File: config.mk
export PLATFORM = sky130hd
export DESIGN_NAME = sram_frame_loader_flat
export DESIGN_NICKNAME = d
export VERILOG_FILES = /design/src/rtl/sram_frame_loader_if.sv /design/src/rtl/sram_frame_loader.sv /design/src/flat_wrapper.sv
export SDC_FILE = /design/constraint.sdc
export NUM_CORES = 1
export LEC_CHECK = 0
export CAP_MARGIN = 40
export CORE_UTILIZATION = 54
export DETAILED_ROUTE_END_ITERATION = 7
export HOLD_SLACK_MARGIN = 0.03
export PLACE_DENSITY = 0.78
export RECOVER_POWER = 50
export SLEW_MARGIN = 40
export SYNTH_ARGS = -nofsm -noshare
export SYNTH_HDL_FRONTEND = slang
export SYNTH_SLANG_ARGS = --single-unit
File: constraint.sdc
create_clock -name clk -period 2.93 [get_ports clk]
set_input_delay 0.4395 -clock clk [delete_from_list [all_inputs] [get_ports clk]]
set_output_delay 0.4395 -clock clk [all_outputs]
set_load 0.1 [all_outputs]
File: src/rtl/sram_frame_loader_if.sv
// Pixel stream and SRAM write bus between the frame source and sram_frame_loader.
// The master side is the source of getNext and pixel bytes. The slave side is the loader,
// which drives the SRAM write port and the status pulses.
interface sram_frame_loader_if #(
  parameter int ADDR_W = 20
);
  logic              getNext;
  logic [7:0]        pixIn;
  logic              pixValid;
  logic              pixReady;
  logic              we1;
  logic [ADDR_W-1:0] write_addr1;
  logic [63:0]       data1;
  logic              startEn;
  logic              busy;

  modport master (
    output getNext, pixIn, pixValid,
    input  pixReady, we1, write_addr1, data1, startEn, busy
  );

  modport slave (
    input  getNext, pixIn, pixValid,
    output pixReady, we1, write_addr1, data1, startEn, busy
  );
endinterface

File: src/rtl/sram_frame_loader.sv
// Write side of the SRAM1 image buffer.
// Packs a raster byte stream into 64-bit little-endian words and writes them to consecutive
// SRAM word addresses. After the last word of the frame has been written, it pulses startEn.
// A request that arrives while a frame is loading is held in a one-deep pending flag.
module sram_frame_loader #(
  parameter int FRAME_WORDS = 32768,
  parameter int BASE_ADDR   = 0,
  parameter int ADDR_W      = 20
) (
  input  logic               clk,
  input  logic               reset,
  sram_frame_loader_if.slave bus
);

  localparam int CNT_W = $clog2(FRAME_WORDS + 1);
  localparam logic [CNT_W-1:0]  LAST_WORD = CNT_W'(FRAME_WORDS - 1);
  localparam logic [ADDR_W-1:0] BASE      = ADDR_W'(BASE_ADDR);

  typedef enum logic [1:0] {
    IDLE = 2'd0,
    LOAD = 2'd1,
    DONE = 2'd2
  } state_t;

  state_t            state_q, state_d;
  logic [2:0]        byteIdx_q, byteIdx_d;
  logic [CNT_W-1:0]  wordIdx_q, wordIdx_d;
  logic [55:0]       shift_q, shift_d;
  logic              pending_q, pending_d;
  logic              lastWord_q, lastWord_d;
  logic              we1_q, we1_d;
  logic [ADDR_W-1:0] addr_q, addr_d;
  logic [63:0]       data_q, data_d;
  logic              xfer;

  // A byte moves only in LOAD, and only before the final word has been committed.
  assign bus.pixReady    = (state_q == LOAD) && !lastWord_q;
  assign bus.busy        = (state_q != IDLE);
  assign bus.startEn     = (state_q == DONE);
  assign bus.we1         = we1_q;
  assign bus.write_addr1 = addr_q;
  assign bus.data1       = data_q;
  assign xfer            = bus.pixReady && bus.pixValid;

  // Next-state logic: request handling, byte packing, word commit and frame completion.
  always_comb begin
    state_d    = state_q;
    byteIdx_d  = byteIdx_q;
    wordIdx_d  = wordIdx_q;
    shift_d    = shift_q;
    pending_d  = pending_q;
    lastWord_d = lastWord_q;
    we1_d      = 1'b0;
    addr_d     = addr_q;
    data_d     = data_q;

    case (state_q)
      IDLE: begin
        if (bus.getNext || pending_q) begin
          state_d    = LOAD;
          byteIdx_d  = 3'd0;
          wordIdx_d  = '0;
          pending_d  = 1'b0;
          lastWord_d = 1'b0;
        end
      end

      LOAD: begin
        pending_d = pending_q || bus.getNext;
        if (lastWord_q) begin
          // This is the cycle in which the final we1 pulse is high. Finish after it.
          state_d    = DONE;
          lastWord_d = 1'b0;
        end else if (xfer) begin
          if (byteIdx_q == 3'd7) begin
            data_d    = {bus.pixIn, shift_q};
            addr_d    = BASE + ADDR_W'(wordIdx_q);
            we1_d     = 1'b1;
            wordIdx_d = wordIdx_q + 1'b1;
            byteIdx_d = 3'd0;
            if (wordIdx_q == LAST_WORD) begin
              lastWord_d = 1'b1;
            end
          end else begin
            for (int k = 0; k < 7; k++) begin
              if (byteIdx_q == 3'(k)) begin
                shift_d[8*k +: 8] = bus.pixIn;
              end
            end
            byteIdx_d = byteIdx_q + 3'd1;
          end
        end
      end

      DONE: begin
        pending_d = pending_q || bus.getNext;
        state_d   = IDLE;
      end

      default: begin
        state_d = IDLE;
      end
    endcase
  end

  // State and datapath registers; reset drops any partial word and any pending request.
  always_ff @(posedge clk or negedge reset) begin
    if (!reset) begin
      state_q    <= IDLE;
      byteIdx_q  <= 3'd0;
      wordIdx_q  <= '0;
      shift_q    <= '0;
      pending_q  <= 1'b0;
      lastWord_q <= 1'b0;
      we1_q      <= 1'b0;
      addr_q     <= '0;
      data_q     <= '0;
    end else begin
      state_q    <= state_d;
      byteIdx_q  <= byteIdx_d;
      wordIdx_q  <= wordIdx_d;
      shift_q    <= shift_d;
      pending_q  <= pending_d;
      lastWord_q <= lastWord_d;
      we1_q      <= we1_d;
      addr_q     <= addr_d;
      data_q     <= data_d;
    end
  end

endmodule

File: src/flat_wrapper.sv
// flat-port wrapper written by rule: the top's interface ports become plain ports
module sram_frame_loader_flat 
#(
  parameter int FRAME_WORDS = 32768,
  parameter int BASE_ADDR   = 0,
  parameter int ADDR_W      = 20
)
  (clk, reset, bus_getNext, bus_pixIn, bus_pixValid, bus_pixReady, bus_we1, bus_write_addr1, bus_data1, bus_startEn, bus_busy);
  sram_frame_loader_if #(.ADDR_W(ADDR_W)) bus_i ();
  input  logic clk;
  input  logic reset;
  input wire logic [$bits(bus_i.getNext)-1:0] bus_getNext;
  input wire logic [$bits(bus_i.pixIn)-1:0] bus_pixIn;
  input wire logic [$bits(bus_i.pixValid)-1:0] bus_pixValid;
  output wire logic [$bits(bus_i.pixReady)-1:0] bus_pixReady;
  output wire logic [$bits(bus_i.we1)-1:0] bus_we1;
  output wire logic [$bits(bus_i.write_addr1)-1:0] bus_write_addr1;
  output wire logic [$bits(bus_i.data1)-1:0] bus_data1;
  output wire logic [$bits(bus_i.startEn)-1:0] bus_startEn;
  output wire logic [$bits(bus_i.busy)-1:0] bus_busy;
  assign bus_i.getNext = bus_getNext;
  assign bus_i.pixIn = bus_pixIn;
  assign bus_i.pixValid = bus_pixValid;
  assign bus_pixReady = bus_i.pixReady;
  assign bus_we1 = bus_i.we1;
  assign bus_write_addr1 = bus_i.write_addr1;
  assign bus_data1 = bus_i.data1;
  assign bus_startEn = bus_i.startEn;
  assign bus_busy = bus_i.busy;
  sram_frame_loader #(.FRAME_WORDS(FRAME_WORDS), .BASE_ADDR(BASE_ADDR), .ADDR_W(ADDR_W)) u_core (.clk(clk), .reset(reset), .bus(bus_i));
endmodule
=== Word-level counts from Yosys, hierarchy flattened ===
Index checks and enable logic that the tools add are counted.

* $add $sub $neg: 2
* Reductions and logical operators: 23
* Equal/unequal tests: 15
* Muxes and demuxes: 24
* Bitwise logic cells: 2

{| class="wikitable"
|+ Operators by type and width
! kind !! count
|-
| $mux W16 || 4
|-
| $reduce_and A5 Y1 || 8
|-
| $pmux W16 S2 || 1
|-
| $add A16 B1 Y16 const B || 1
|-
| $eq A16 B15 Y1 const B || 1
|-
| $eq A3 B3 Y1 const B || 4
|-
| $mux W3 || 4
|-
| $mux W1 || 9
|-
| $reduce_and A4 Y1 || 2
|-
| $eq A3 B2 Y1 const B || 2
|-
| $ne A2 B1 Y1 const B || 3
|-
| $pmux W3 S2 || 1
|-
| $reduce_and A2 Y1 || 3
|-
| $reduce_bool A2 Y1 || 3
|-
| $mux W2 || 2
|-
| $ne A2 B2 Y1 const B || 2
|-
| $pmux W1 S2 || 2
|-
| $pmux W2 S2 || 1
|-
| $add A3 B1 Y3 const B || 1
|-
| $eq A3 B1 Y1 const B || 1
|-
| $logic_not A3 Y1 || 1
|-
| $eq A2 B1 Y1 const B || 1
|-
| $eq A2 B2 Y1 const B || 1
|-
| $logic_and A1 B1 Y1 || 2
|-
| other kinds (5) || 6
|}

* Bits of input ports: 12
* Output and inout bits: 88
* Bits in registers: 160

=== Longest topological paths before layout ===
Gate-level depths: netlist of the first run.

* Depth after elaboration: 6
* Mapped depth: 9
* Depth with buffers taken out: 6

=== Worst setup path after synthesis of the first run ===
Ideal clock, no wire load.

* Path type: register -> register
* Start point: reg u_core.state_q[1]
* End point: reg u_core.state_q[1]
* Required time: 2.805 ns
* Setup time: 0.125 ns
* Cell stages (with the launch flop): 8
* Arrival: 2.680 ns
* Period minus slack after synthesis: 2.805 ns
* Path slack: 0.125 ns
* Path through: dfrtp_1 > inv_1 > ha_1 > buf_2 > inv_1 > nor2_1 > nor2_1 > mux2_2

* Word-level cells in the longest chain between the ends: 3

{| class="wikitable"
|+ Ends and longest elaborated chain
! item !! RTL line !! RTL
|-
| start, declared || sram_frame_loader.sv:25 || <nowiki>state_t state_q, state_d;</nowiki>
|-
| start signal, assigned || sram_frame_loader.sv:119 || <nowiki>state_q <= state_d;</nowiki>
|-
| $eq A2 B1 Y1 or $logic_not A2 Y1 (tied branches) || sram_frame_loader.sv:57 || <nowiki>case (state_q)</nowiki>
|-
| $ne A2 B1 Y1 (no line) || - ||
|-
| $reduce_and A2 Y1 (no line) || - ||
|}

Parallel ways exist; a longest one is shown, timed or not.
A chain may end at the register's enable or synchronous reset.

=== Worst setup path after layout of the first run ===
* Start point: reg u_core.state_q[1]
* End point: out bus_pixReady

* Word-level cells in the longest chain between the ends: 2

{| class="wikitable"
|+ Ends and longest elaborated chain
! item !! RTL line !! RTL
|-
| $eq A2 B1 Y1 || sram_frame_loader.sv:37 || <nowiki>assign bus.pixReady = (state_q == LOAD) && !lastWord_q;</nowiki>
|-
| $logic_and A1 B1 Y1 || sram_frame_loader.sv:37 ||
|-
| end, declared || flat_wrapper.sv:15 || <nowiki>output wire logic [$bits(bus_i.pixReady)-1:0] bus_pixReady;</nowiki>
|}

No other way between the ends.

==> run summary, run 1 <==
The flow ran to the end, but the final reports show violations. The final reports fail on DRC, capacitance limit, slew limit. For this run, design rule violations remaining after detail routing come to 9. The count of mapped cells out of synthesis is 605. The critical path depth is 5. The filler cell count is 893.

The cell area power density is 733 mW/mm^2. The clock insertion delay at the later pin of the skew report is 420 ps. The via count of the first global-routing pass was 4,742. The quantity of I/O buffers inserted on ports is 95. The biggest area contributor in the post-synthesis netlist is sky130_fd_sc_hd__dfrtp_1.

Of the post-synthesis cell area, the dominant cell type holds 61.7%. The startpoint identified for the worst register-to-register timing path is u_core.byteIdx_q[1]. The cell type of the slowest stage on the worst timing path is sky130_fd_sc_hd__ha_1. The number of warnings reported in the yosys synthesis log came out at 0. The first global-routing pass estimated 23.6 mm of wire.

The clock sink total came out at 160. For this run the aggregate overflow at the end of global routing stands at 0. The diode insertion count for antenna repair is 0. The via-per-instance ratio came out at approximately 5.5. The root buffer selected by CTS is sky130_fd_sc_hd__clkbuf_16. The pin count of the biggest net entering global routing is between 60 and 70. Across the VDD grid, the largest voltage drop is 803 uV. The critical path data required time came out at about 2500 ps. The die footprint is roughly 0.012 sq mm. The number of gates resized after CTS came out at 0. The path class of the tightest hold or removal check is input port to asynchronous set/reset pin.

The finished layout holds 860 standard cells, fillers aside. The detailed placement HPWL is ~9.3 mm. In this run the critical register-to-register path is captured at u_core.shift_q[35]. The share of flip-flops with an asynchronous set or reset is 100%. The worst setup path is captured at an output pin. The number of hold buffers added after CTS was 0.

After detailed routing, the average wire length per cell comes to 16.6 microns. The number of setup buffers added after CTS is 0. Counting along the longest clock path gives a buffer depth of 2. The total leakage power came out at 4.08 nW.

In this run the standard cell core region covers 0.0116 sq mm. The DRC marker count from the first detailed-route iteration came out at 324. After detailed routing, the total wire length is 14.3 mm.

The slack of the worst reg-to-reg path is 450 ps. The max-slew headroom at the worst pin is -15.9%. Clock-pin slew was measured on the worst setup and hold paths at 60 ps. The final count of pins violating max slew is 67. The die is 112 microns tall. At the pin with the least slew margin, the transition time is 1740 ps.

The area growth from synthesis to layout is 20.0%. The number of maximum-capacitance constraint violations came out at 1. The signal on the critical path passes through inv_1 -> ha_1 -> inv_1 -> nor2_1 -> buf_4.

The final weighted congestion of routability-driven global placement is 0.807. The H-tree was split into 4 levels. The post-synthesis register bit count is 160. The post-layout minimum cycle time is 2640 ps. The maximum fanout along the worst path came out at 11. The number of nets in the layout is 727. The critical path starts at u_core.state_q[1]. The sum of negative setup slack is 0 ps.

The count of vias placed by the detailed router came out at 4,691. The worst setup path is of the register to output pin kind. Setup repair after global routing left no endpoint under its margin. Ranked by total cell area, the synthesized netlist is headed by sky130_fd_sc_hd__dfrtp_1 (62%), sky130_fd_sc_hd__nand2_1 (14%), sky130_fd_sc_hd__mux2_2 (10%). Summing every instance area after synthesis gives 0.00649 sq mm.

The sequential-to-total area share from yosys stat is about three fifths. The number of cell instances on the worst register-to-register path is 6. The data arrival time of the worst path is 2200 ps. During I/O placement, the number of pins put on the boundary was 100. The fraction of final layout cells sized beyond drive strength 1 came out at 20.8%. The cell area after placement came out at 0.00738 sq mm.

The area of all placed cells without fillers came out at 0.00779 sq mm. The setup violation total in the final timing report is 0. After detailed placement, the design holds a cell count of 828. Timing would allow up to around 380 MHz.

Among all flip-flop cells after synthesis, the most frequent one is sky130_fd_sc_hd__dfrtp_1. The number of failing hold endpoints at the final stage came out at 0. The initial antenna violation count came to 0. The number of enable-type register cells in the synthesized netlist is 0. The global-route total usage across every layer came out at 24.4%. Clock tree synthesis inserted a total of 17 buffers. The leading cell type in the layout, fill and taps excluded is sky130_fd_sc_hd__nand2_1.

The post-detailed-route count of antenna-violating nets is 0. The worst clock skew is ~5.6 ps. TritonCTS built the clock tree. The top cell types in the final layout, fill and taps aside, are sky130_fd_sc_hd__nand2_1 (246), sky130_fd_sc_hd__dfrtp_1 (160), sky130_fd_sc_hd__mux2_2 (58).

Broken down by cell family, the worst path's largest delay share belongs to buffers and inverters. The number of cell rows came out at 39. The kind of start point of the critical path is a register. The number of optimization iterations in the first detailed-route pass is 7. Once layout is complete, the utilization of the core stands at 67.4%. The worst path buffer plus inverter count came out at 3.

The mean cell area of the mapped netlist is 10.7 sq um. The fraction of the cycle the final worst path needs came out at between 90% and 100%. The die outline width is 112 microns. The post-synthesis cell type count is 41. On the worst path, the slowest cell contributes a delay of 410 ps.

The most numerous cell type found on the critical path is sky130_fd_sc_hd__inv_1. The initial standard-cell utilization of the core is a little under three fifths. The post-route worst hold slack is 448 ps.
## sequential cells by signal, summed over array words and instances, names as in the netlist
| name | flops |
|---|---|
| u_core.bus.write_addr1 | 16 |
| u_core.lastWord_q | 1 |
| u_core.wordIdx_q | 16 |
| u_core.state_q | 2 |
| u_core.bus.data1 | 64 |
| u_core.bus.we1 | 1 |
| u_core.byteIdx_q | 3 |
| u_core.shift_q | 56 |
| u_core.pending_q | 1 |
## through the flow
stage	setup WS (ps)	total power [mW]
4_1_cts	281	5.75
3_3_place_gp	454	3.54
2_1_floorplan	125	3.31
5_1_grt	91.5	5.94
6_report	287	5.71
3_5_place_dp	367	3.60
## final cells by class
cell class | instances | area, sq um | area share (%)
repair buffers | 104 | 656 | 8.42
clock buffers | 18 | 439 | 5.64
clock inverters | 14 | 140 | 1.80
well taps | 143 | 179 | 2.30
multi-input cells | 408 | 2320 | 29.8
flip-flops and latches | 160 | 4000 | 51.4
inverters | 13 | 48.8 | 0.626
## cell usage after synthesis, types with 2 or more instances
cell                         n
sky130_fd_sc_hd__nand2_1   246
sky130_fd_sc_hd__dfrtp_1   160
sky130_fd_sc_hd__mux2_2     58
sky130_fd_sc_hd__clkbuf_1   19
sky130_fd_sc_hd__a21oi_1    12
sky130_fd_sc_hd__inv_1      12
sky130_fd_sc_hd__ha_1       11
sky130_fd_sc_hd__o21ai_0    10
sky130_fd_sc_hd__or4_1       9
sky130_fd_sc_hd__nor2_1      8
sky130_fd_sc_hd__o31ai_1     8
sky130_fd_sc_hd__nand3_1     5
sky130_fd_sc_hd__buf_4       4
sky130_fd_sc_hd__or3_1       4
sky130_fd_sc_hd__nand2b_1    3
sky130_fd_sc_hd__nand4_1     3
sky130_fd_sc_hd__o21a_1      3
sky130_fd_sc_hd__a211o_1     2
sky130_fd_sc_hd__a22o_1      2
sky130_fd_sc_hd__and2_0      2
sky130_fd_sc_hd__buf_1       2
sky130_fd_sc_hd__nor3_1      2
sky130_fd_sc_hd__nor4_1      2
## per-layer routing
layer	global-route usage (%)	part of all wire (%)
met1	31.5	43
met5	0	0
met4	8.92	1.3
met2	40.5	50
met3	5.61	5.3
## kinds of logic (layout without fill, tap and decap cells)
logic type,count (synthesis),in the layout,synth area share [%]
AND/OR/NAND/NOR,291,291,18.8
flip-flops,160,160,61.7
multiplexers,59,59,10.2
AO/OA/AOI/OAI,42,42,4.30
buffers and inverters,40,149,2.68
adder cells (fa/ha/maj),11,11,2.12
other,1,4,0.0578
XOR/XNOR,1,1,0.135
## where the power goes
| part | switching, mW | internal (mW) |
|---|---|---|
| logic | 0.590 | 0.357 |
| registers | 0.148 | 2.46 |
| clock network | 0.884 | 1.27 |
## worst max path at each step
stage,slack (ps),endpoint
after global placement,450,u_core.shift_q[53]
final,290,bus_pixReady
after detailed placement,370,u_core.wordIdx_q[10]
after CTS,280,bus_pixReady
after floorplan,130,u_core.state_q[1]
after global routing,90,bus_pixReady
Power figures use the tool's default switching activity.
==> run 2: changes to the inputs <==
- MAX_ROUTING_LAYER: not set -> met4
==> run 2 against run 1 <==
  * The flow still finishes with violations (DRC, capacitance limit, slew limit)
  * First-iteration DRC count is 5.2% lower
  * Highest routed layer unchanged
  * Die area stayed put
  * Sequential power about the same
  * Sequential share of layout area unchanged
  * Register-to-register slack hardly changed
  * Clock skew about the same
==> run summary, run 2 (synthesis results as in run 1) <==
The fraction of final layout cells sized beyond drive strength 1 came to 20.8% (unchanged). The average wire per standard cell is 16.6 microns (about the same). The DRC marker count from the first detailed-route iteration is 307 (was 324). The switching share of power is 28.4% (about the same). The number of cell rows is 39 (unchanged). The final count of pins violating max slew is 67 (unchanged).

The number of maximum-capacitance constraint violations was 1 (unchanged). The fraction of met2 tracks used by global routing came out at 40.7% (was 40.5%). The reg-to-reg critical path startpoint is u_core.byteIdx_q[1] (unchanged). The total chip power was 5.72 mW (was 5.71 mW).

The worst-case clock buffer depth is 2 (unchanged). Status: finished, violations left (unchanged). The pin count of the biggest net entering global routing came out at 68 (unchanged). The global-route track usage on met1 is 31.1% (was 31.5%). The count of vias placed by the detailed router came out at 4,689 (was 4,691).

Violated checks: DRC, capacitance limit, slew limit (unchanged). The cell type of the slowest stage on the worst timing path is sky130_fd_sc_hd__ha_1 (unchanged). The initial antenna violation count came out at 0 (unchanged). The clock sink total is 160 (unchanged). The number of optimization iterations in the first detailed-route pass is 6 (was 7). The kind of capture point of the worst setup path is an output pin (unchanged). The quantity of I/O buffers inserted on ports was 95 (unchanged). The root buffer selected by CTS is sky130_fd_sc_hd__clkbuf_16 (unchanged). The number of flip-flops in the largest register is 64 (unchanged).

The part of the total power dissipated in the clock network is 37.7% (about the same). The kind of start point of the critical path is a register (unchanged). The number of CTS-inserted buffers is 17 (unchanged).

The sequential group share of total power came to 45.7% (about the same). Most frequent cells in the layout: sky130_fd_sc_hd__nand2_1 (246), sky130_fd_sc_hd__dfrtp_1 (160), sky130_fd_sc_hd__mux2_2 (58) (unchanged). The worst path buffer plus inverter count is 3 (unchanged). The die footprint is 0.0125 sq mm (unchanged).

The largest incremental delay on the critical path is 420 ps (was 410 ps). The worst supply voltage drop on vdd came out at 803 uV (about the same). The wire length after detailed routing is 14.3 mm (about the same). The number of failing hold endpoints at the final stage came to 0 (unchanged). Unrepaired setup endpoints after global routing: false (unchanged). The wire length of the first global-routing pass is 23.5 mm (was 23.6 mm). The post-layout minimum cycle time is 2660 ps (was 2640 ps). The critical path data required time came out at 2490 ps (about the same). The most numerous cell on the critical path is sky130_fd_sc_hd__inv_1 (unchanged). Cells traversed along the worst timing path: inv_1 -> ha_1 -> inv_1 -> nor2_1 -> buf_4 (unchanged). The routing layer with the top usage in global route is met2 (unchanged). The kind of path behind the tightest hold check is input port to asynchronous set/reset pin (unchanged).

The global-route total usage across every layer is 25.1% (was 24.4%). The via count of the first global-routing pass came out at 4,752 (was 4,742). The total DRC errors in the routed layout came out at 9 (unchanged). The final weighted congestion of routability-driven global placement came to 0.818 (was 0.807). The number of ports placed on the die boundary was 100 (unchanged).

The cell area power density came out at 734 mW/mm^2 (was 733 mW/mm^2). The clock-pin slew of the registers on the worst-case setup and hold paths came out at 60 ps (about the same). The placeable core region came out at 0.0116 sq mm (unchanged).

The total net switching power came out at 1.62 mW (about the same). The aggregate global routing overflow came out at 0 (unchanged). The floorplan die height is 112 microns (unchanged). The transition time at the pin with the least slew margin came out at 1720 ps (was 1740 ps). The cts-stage hold buffer count is 0 (unchanged). The maximum fanout along the worst path is 11 (unchanged). The number of nets in the layout is 727 (unchanged). The total leakage power is 4.08 nW (unchanged). The kind of critical path was register to output pin (unchanged). The fraction of the cycle the final worst path needs came out at 90.8% (was 90.2%).

The kind of cell adding the most delay to the critical path is buffers and inverters (unchanged). The number of setup buffers added after CTS came out at 0 (unchanged). The maximum operating frequency is 376 MHz (was 378 MHz).

The area growth from synthesis to layout is 20.0% (unchanged). The internal power of the cells came out at 4.09 mW (about the same). The launching instance or port of the critical path is u_core.state_q[1] (unchanged). The filler cell count is 893 (unchanged). The post-detailed-route count of antenna-violating nets is 0 (unchanged). The setup violation total in the final timing report came out at 0 (unchanged).

The max-slew headroom at the worst pin is -14.9% (was -15.9%). The data arrival time of the worst path came out at 2220 ps (was 2200 ps). The detailed placement HPWL is 9.33 mm (unchanged). The clock insertion delay at the later pin of the skew report was 420 ps (about the same). The CTS tree is built (unchanged). The global-route met3 utilization came to 5.61% (unchanged). The H-tree level count was 4 (unchanged). The worst clock skew is 5.22 ps (was 5.56 ps).

The die outline width came out at 112 microns (unchanged). The initial standard-cell utilization of the core came out at 56.1% (unchanged). The leading cell type in the layout, fill and taps excluded was sky130_fd_sc_hd__nand2_1 (unchanged).

The via-per-instance ratio is 5.45 (about the same). The sum of negative setup slack came to 0 ps (unchanged). The combinational power share is 16.6% (about the same). The number of gates resized after CTS came out at 0 (unchanged).

The diode insertion count for antenna repair came to 0 (unchanged).
==> run 2: cell counts in the layout (fill, tap and decap cells not counted) <==
No cell type changed its count.
==> run 2: per-stage QoR <==
step / std cells / util, % / worst slack [ps] / instance area, sq um / hold WS, ps
2_1_floorplan: 608 / - / 125 / 6500 / 144
3_3_place_gp: 828 / 63.8 / 454 / 7380 / 444
3_5_place_dp: 828 / 63.8 / 367 / 7380 / 450
4_1_cts: 860 / 68.8 / 281 / 7960 / 33.1
5_1_grt: 860 / 67.4 / 91.5 / 7790 / 493
6_report: 860 / 67.4 / 270 / 7790 / 461
==> run 2: cell type report <==
| type | count | area, sq um | area share (%) |
|---|---|---|---|
| clock buffers | 18 | 439 | 5.64 |
| clock inverters | 14 | 140 | 1.80 |
| inverters | 13 | 48.8 | 0.626 |
| multi-input cells | 408 | 2320 | 29.8 |
| flip-flops and latches | 160 | 4000 | 51.4 |
| well taps | 143 | 179 | 2.30 |
| repair buffers | 104 | 656 | 8.42 |
==> run 2: power by group through the flow <==
stage                     logic (mW)  registers (mW)  clock network (mW)
final                          0.948            2.61                2.16
after global routing            1.03            2.64                2.27
after CTS                      0.958            2.61                2.18
after detailed placement       0.952            2.64                   0
after global placement         0.917            2.62                   0
after floorplan                0.711            2.60                   0
==> run 2: worst reg2reg max path, cell delays in order (launching register included) <==
cell and delay [ps]:
sky130_fd_sc_hd__dfrtp_1 430, sky130_fd_sc_hd__ha_1 220, sky130_fd_sc_hd__ha_1 270, sky130_fd_sc_hd__nor4bb_1 510, sky130_fd_sc_hd__and2_0 270, sky130_fd_sc_hd__nand2_1 290
sky130_fd_sc_hd__mux2_2 380
==> run 2: layer usage <==
layer  share of wire [%]  wire length, microns  vias to the layer above
li1                    -                     -                     2184
met1                  43                  6180                     2354
met2                  50                  7110                      129
met3                 5.2                   742                       22
met4                 1.5                   220                        0
met5                   0                     0                        -
==> run 2: worst paths after layout <==
path,to,slack (ps),depth (start not counted)
worst max-delay path,bus_pixReady,270,5
worst min-delay path,u_core.bus.data1[35],460,1
worst max register to register,u_core.shift_q[35],450,6
worst min register to register,u_core.bus.data1[19],460,2
max in group asynchronous,u_core.bus.write_addr1[13],760,2
min in group clk,u_core.bus.data1[19],460,2
